$ cat src/rtl/probe_force_target.sv
// probe_force_target
// ------------------
// Target-side endpoint that lets a test harness force, release, deposit or
// read two pieces of design state through ordinary logic instead of
// simulator force statements.
//
// State owned here:
//   r_nat   free-running counter, wraps modulo 2^WIDTH
//   out_nat loads the visible r every cycle, so out lags r by one cycle
// Each target has an independent override (forced flag + force value).
// The visible value is the override when forced, the natural register
// otherwise.
//
// Ports:
//   clock, reset            single clock, synchronous active-high reset
//   cmd_valid/cmd_ready     command channel (ready only while idle)
//   cmd_op                  00 READ, 01 FORCE, 10 RELEASE, 11 DEPOSIT
//   cmd_target              0 = r, 1 = out
//   cmd_data                value for FORCE / DEPOSIT
//   rsp_valid/rsp_ready     one response per accepted command
//   rsp_data, rsp_forced    visible value / force state after the command
//   r, out                  visible values
//   r_forced, out_forced    override flags
//
// Every command walks IDLE -> APPLY -> RESPOND -> IDLE, three cycles minimum.
// The visible values are kept in registers that are loaded with the
// next-cycle value, so r/out and the response carry the same data in the
// cycle after APPLY.
module probe_force_target #(
  parameter int                 WIDTH     = 16,
  parameter logic [WIDTH-1:0]   R_RESET   = {WIDTH{1'b0}},
  parameter logic [WIDTH-1:0]   OUT_RESET = {WIDTH{1'b0}}
) (
  input  logic             clock,
  input  logic             reset,
  input  logic             cmd_valid,
  output logic             cmd_ready,
  input  logic [1:0]       cmd_op,
  input  logic             cmd_target,
  input  logic [WIDTH-1:0] cmd_data,
  output logic             rsp_valid,
  input  logic             rsp_ready,
  output logic [WIDTH-1:0] rsp_data,
  output logic             rsp_forced,
  output logic [WIDTH-1:0] r,
  output logic [WIDTH-1:0] out,
  output logic             r_forced,
  output logic             out_forced
);

  localparam logic [1:0] OP_READ    = 2'b00;
  localparam logic [1:0] OP_FORCE   = 2'b01;
  localparam logic [1:0] OP_RELEASE = 2'b10;
  localparam logic [1:0] OP_DEPOSIT = 2'b11;

  localparam logic [WIDTH-1:0] ONE  = {{(WIDTH-1){1'b0}}, 1'b1};
  localparam logic [WIDTH-1:0] ZERO = {WIDTH{1'b0}};

  typedef enum logic [1:0] {
    ST_IDLE    = 2'b00,
    ST_APPLY   = 2'b01,
    ST_RESPOND = 2'b10
  } state_t;

  state_t           state_r;
  logic [1:0]       op_r;
  logic             target_r;
  logic [WIDTH-1:0] data_r;

  logic [WIDTH-1:0] r_nat_r,    out_nat_r;
  logic [WIDTH-1:0] r_fval_r,   out_fval_r;
  logic             r_forced_r, out_forced_r;
  logic [WIDTH-1:0] r_vis_r,    out_vis_r;

  logic             cmd_ready_r;
  logic             rsp_valid_r;
  logic [WIDTH-1:0] rsp_data_r;
  logic             rsp_forced_r;

  logic [WIDTH-1:0] r_nat_s,    out_nat_s;
  logic [WIDTH-1:0] r_fval_s,   out_fval_s;
  logic             r_forced_s, out_forced_s;
  logic [WIDTH-1:0] r_vis_s,    out_vis_s;
  logic [WIDTH-1:0] rsp_data_s;
  logic             rsp_forced_s;

  assign cmd_ready  = cmd_ready_r;
  assign rsp_valid  = rsp_valid_r;
  assign rsp_data   = rsp_data_r;
  assign rsp_forced = rsp_forced_r;
  assign r          = r_vis_r;
  assign out        = out_vis_r;
  assign r_forced   = r_forced_r;
  assign out_forced = out_forced_r;

  // Next-cycle natural/override state, with the latched command applied in APPLY.
  always_comb begin
    r_nat_s      = r_nat_r + ONE;
    out_nat_s    = r_vis_r;
    r_fval_s     = r_fval_r;
    out_fval_s   = out_fval_r;
    r_forced_s   = r_forced_r;
    out_forced_s = out_forced_r;
    if (state_r == ST_APPLY) begin
      case (op_r)
        OP_FORCE: begin
          if (target_r) begin
            out_forced_s = 1'b1;
            out_fval_s   = data_r;
          end else begin
            r_forced_s = 1'b1;
            r_fval_s   = data_r;
          end
        end
        OP_RELEASE: begin
          if (target_r) begin
            out_forced_s = 1'b0;
          end else begin
            r_forced_s = 1'b0;
          end
        end
        // A deposit replaces this cycle's natural update; if the target is
        // forced it stays hidden behind the override until release.
        OP_DEPOSIT: begin
          if (target_r) begin
            out_nat_s = data_r;
          end else begin
            r_nat_s = data_r;
          end
        end
        OP_READ: begin
          r_nat_s = r_nat_r + ONE;
        end
        default: begin
          r_nat_s = r_nat_r + ONE;
        end
      endcase
    end else begin
      out_nat_s = r_vis_r;
    end
    r_vis_s      = r_forced_s   ? r_fval_s   : r_nat_s;
    out_vis_s    = out_forced_s ? out_fval_s : out_nat_s;
    rsp_data_s   = target_r ? out_vis_s    : r_vis_s;
    rsp_forced_s = target_r ? out_forced_s : r_forced_s;
  end

  // Datapath registers and command FSM with registered handshake outputs.
  always_ff @(posedge clock) begin
    if (reset) begin
      state_r      <= ST_IDLE;
      op_r         <= OP_READ;
      target_r     <= 1'b0;
      data_r       <= ZERO;
      r_nat_r      <= R_RESET;
      out_nat_r    <= OUT_RESET;
      r_fval_r     <= ZERO;
      out_fval_r   <= ZERO;
      r_forced_r   <= 1'b0;
      out_forced_r <= 1'b0;
      r_vis_r      <= R_RESET;
      out_vis_r    <= OUT_RESET;
      cmd_ready_r  <= 1'b1;
      rsp_valid_r  <= 1'b0;
      rsp_data_r   <= ZERO;
      rsp_forced_r <= 1'b0;
    end else begin
      r_nat_r      <= r_nat_s;
      out_nat_r    <= out_nat_s;
      r_fval_r     <= r_fval_s;
      out_fval_r   <= out_fval_s;
      r_forced_r   <= r_forced_s;
      out_forced_r <= out_forced_s;
      r_vis_r      <= r_vis_s;
      out_vis_r    <= out_vis_s;
      case (state_r)
        ST_IDLE: begin
          if (cmd_valid && cmd_ready_r) begin
            op_r        <= cmd_op;
            target_r    <= cmd_target;
            data_r      <= cmd_data;
            cmd_ready_r <= 1'b0;
            state_r     <= ST_APPLY;
          end
        end
        ST_APPLY: begin
          rsp_data_r   <= rsp_data_s;
          rsp_forced_r <= rsp_forced_s;
          rsp_valid_r  <= 1'b1;
          state_r      <= ST_RESPOND;
        end
        // Response is held until consumed; counting carries on meanwhile.
        ST_RESPOND: begin
          if (rsp_ready) begin
            rsp_valid_r <= 1'b0;
            cmd_ready_r <= 1'b1;
            state_r     <= ST_IDLE;
          end
        end
        default: begin
          rsp_valid_r <= 1'b0;
          cmd_ready_r <= 1'b1;
          state_r     <= ST_IDLE;
        end
      endcase
    end
  end

endmodule

$ cat config.mk
export PLATFORM = sky130hd
export DESIGN_NAME = probe_force_target
export DESIGN_NICKNAME = d
export VERILOG_FILES = /design/src/rtl/probe_force_target.sv
export SDC_FILE = /design/constraint.sdc
export NUM_CORES = 1
export LEC_CHECK = 0
export ABC_CLOCK_PERIOD_IN_PS = 3800
export CORE_AREA = 2 2 97 99
export DETAILED_ROUTE_END_ITERATION = 8
export DIE_AREA = 0 0 99 101
export GPL_ROUTABILITY_DRIVEN = 1
export GPL_TIMING_DRIVEN = 1
export PLACE_DENSITY = 0.84
export SYNTH_ARGS = -nofsm -noshare
export SYNTH_HDL_FRONTEND = slang
export SYNTH_SLANG_ARGS = --single-unit
$ cat constraint.sdc
create_clock -name clock -period 3.8 [get_ports clock]
set_clock_uncertainty 0.15 [all_clocks]
set_input_delay 0.76 -clock clock [delete_from_list [all_inputs] [get_ports clock]]
set_output_delay 0.76 -clock clock [all_outputs]
set_load 0.01 [all_outputs]
==> flow_summary.ini <==
[synthesis]
synth_ff_type = dfxtp_1
synth_area_leaders = dfxtp_1 48%, nand2_1 7.1%, a21oi_1 5.0%
syn_avg_cell_area_um2 = 8.88
ys_ff_latch = 122
syn_inst = 574
synthArstFlopShare_pct = 0
yosysTopAreaCellShare_pct = 47.9
syn_nets = 601
yosysTopAreaCell = dfxtp_1
netlist_area_um2 = 5100
synth_cell_types = 65
ys_seq_area_share_pct = 47.9
synth_edf_count = 0
ys_top_cells_by_count = 122 x dfxtp_1, 97 x nand2_1, 55 x nor2_1, 51 x a21oi_1, 19 x mux2i_1
synthMostInstantiatedCell = dfxtp_1
ys_warn_count = 0

[power]
switching_power_uw = 729
p_seq_share_pct = 43.6
switching_share_pct = 23.4
clkPwrFrac_pct = 49.0
irDropWorstVdd_v = 0.000308
power_frac_comb_pct = 7.5
internal-power_uw = 2390
p_per_area_nw_per_um2 = 483
p_leak_uw = 0.00235

[placement]
io_buffers = 75
hpwl_um = 9660
place_congestion = 0.981

[timing]
max_freq_mhz = 337
fin_crit_ns = 2.96
setup_tns_ns = 0
rsz0062_at_grt = no
relSlewSlack_pct = 29.9
hold_viol = 0
finalSetupViolCount = 0
tightestPinTransition_ns = 1.05
holdWs_ns = 0.308
slew_viol_final = 0
min_period_over_period_pct = 78.0

[grt]
grt_start_max_net_pins = 45
grt_pass1_vias = 4583
grt_util_all_layers_pct = 30.1
gr-total-overflow = 0
grt_pass1_wl_um = 23300
antenna_found_initial = 0

[clock_network]
cts-root-buf = clkbuf_8
postCtsSetupBuffers = 0
clock_sinks = 122
cts_htree_levels = 4
post_cts_resized = 0
cts_tree = done
hold_buffers = 0
numCtsBuffers = 17
clk_latency_ns = 0.52
cts.path.max_buffers = 2
clk_pin_slew_ns = 0.06

[floorplanning]
die_area_um2 = 10000
num_rows = 35
core_area_um2 = 8980
pin_count = 76
die_w_um = 99
die_h_um = 101
start_util_pct = 56.8

[critical_path]
cp.required_ns = 4.11
end_kind = register
cp.arrival_ns = 3.28
cp_slowest_cell = o2111ai_2
start_kind = register
crit_chain = inv_1, ha_1, a21boi_0, o2111ai_2, o22ai_1, a211oi_1, a221o_1
regToRegSetupSlack_ns = 0.84
worstSetupPathType = reg -> reg
crit_fanout = 16
cpPeakStageDelay_ns = 0.84

[job]
maxCapViolCount = 0

[cells_and_area]
drive_gt1_share_pct = 10.9
nFillCells = 649
multi_input_area_um2 = 2440
fin_util_pct = 72.0
finish.net_count = 670
diodes = 0
area_delta_synth_final_pct = 26.8
regArea_um2 = 2440

[detailed_routing]
first_pass_iters = 5
detail_route.wl_per_cell_um = 18.9
drc = 0
wirelength_um = 14500
drt-initial-drc-count = 416
via_count = 4596
drtAntennaViolNets = 0
vias_per_cell = 6.01

[worst_hold_path]
hold_class = reg -> reg

[outcome]
outcome = finished, final reports clean
## layout make-up
| type | instances | share of cell area [%] |
|---|---|---|
| flip-flops and latches | 122 | 37.8 |
| well taps | 111 | 2.15 |
| clock inverters | 8 | 1.47 |
| repair buffers | 88 | 13.0 |
| multi-input cells | 403 | 37.8 |
| clock buffers | 22 | 7.16 |
| inverters | 11 | 0.639 |
## layout by cell type, fill, tap and decap left out, types with 6 or more instances in the layout
cell type	synthesis	layout
o21ai_0	18	18
o21ai_2	6	6
o22ai_1	6	6
a21oi_1	51	51
and2_1	9	9
o22a_1	10	10
dfxtp_1	122	122
clkdlybuf4s50_1	0	74
nor2_1	55	55
inv_1	10	10
nand2_1	97	97
mux2i_1	19	19
buf_4	4	13
o221ai_1	8	8
nor3_1	13	13
clkbuf_16	0	16
nand3_1	9	9
a211oi_1	7	7
## flip-flops by register name (all words and copies together) (netlist names)
name / cells
rsp_data: 16
r: 16
out_fval_r: 16
out_forced: 1
rsp_valid: 1
r_forced: 1
data_r: 16
r_nat_r: 16
state_r: 2
r_fval_r: 16
target_r: 1
op_r: 2
rsp_forced: 1
out: 16
cmd_ready: 1
## worst max-delay path, delay by kind of cell (launching register included)
kind / cells / cell delay [ns]
adders and majority gates: 1 / 0.45
DFF: 1 / 0.38
buffers and inverters: 1 / 0.06
AOI/OAI and AO/OA: 5 / 1.86
## layer usage
| layer | part of all wire [%] | global-route usage, % | up-vias |
|---|---|---|---|
| li1 | - | - | 2169 |
| met1 | 41 | 35.4 | 2156 |
| met2 | 50 | 52.0 | 232 |
| met3 | 6.8 | 6.87 | 39 |
| met4 | 3.0 | 14.3 | 0 |
| met5 | 0 | 0 | - |
## final timing paths
kind	end	cells after the start	start
min	out_fval_r[3]	2	out_fval_r[3]
max reg2reg	rsp_data[6]	7	op_r[0]
max	rsp_data[6]	7	op_r[0]
min reg2reg	out_fval_r[3]	2	out_fval_r[3]
## power by group through the flow
stage | registers [uW] | clock network, uW | logic, uW
final | 1360 | 1530 | 234
after global routing | 1360 | 1590 | 252
after CTS | 1360 | 1530 | 231
after detailed placement | 1390 | 0 | 229
after global placement | 1390 | 0 | 224
after floorplan | 1380 | 0 | 132
## metrics by stage
stage,area (um^2),instances,setup slack (ns),total power [uW]
after floorplan,5100,574,1.31,1510
after global placement,5910,735,1.10,1610
after detailed placement,5910,735,1.04,1610
after CTS,6460,765,0.964,3120
after global routing,6460,765,0.667,3210
final,6460,765,0.835,3120
## cell families after synthesis
kind of cell | Yosys count | synth area share (%)
and+or+nand+nor | 219 | 20.2
AOI/OAI and AO/OA | 146 | 20.0
DFF | 122 | 47.9
buffers and inverters | 49 | 4.44
muxes | 24 | 4.84
xor gates and xnor gates | 10 | 1.72
adders and majority gates | 4 | 0.982
Note: power is estimated with default switching activity, not from simulation.
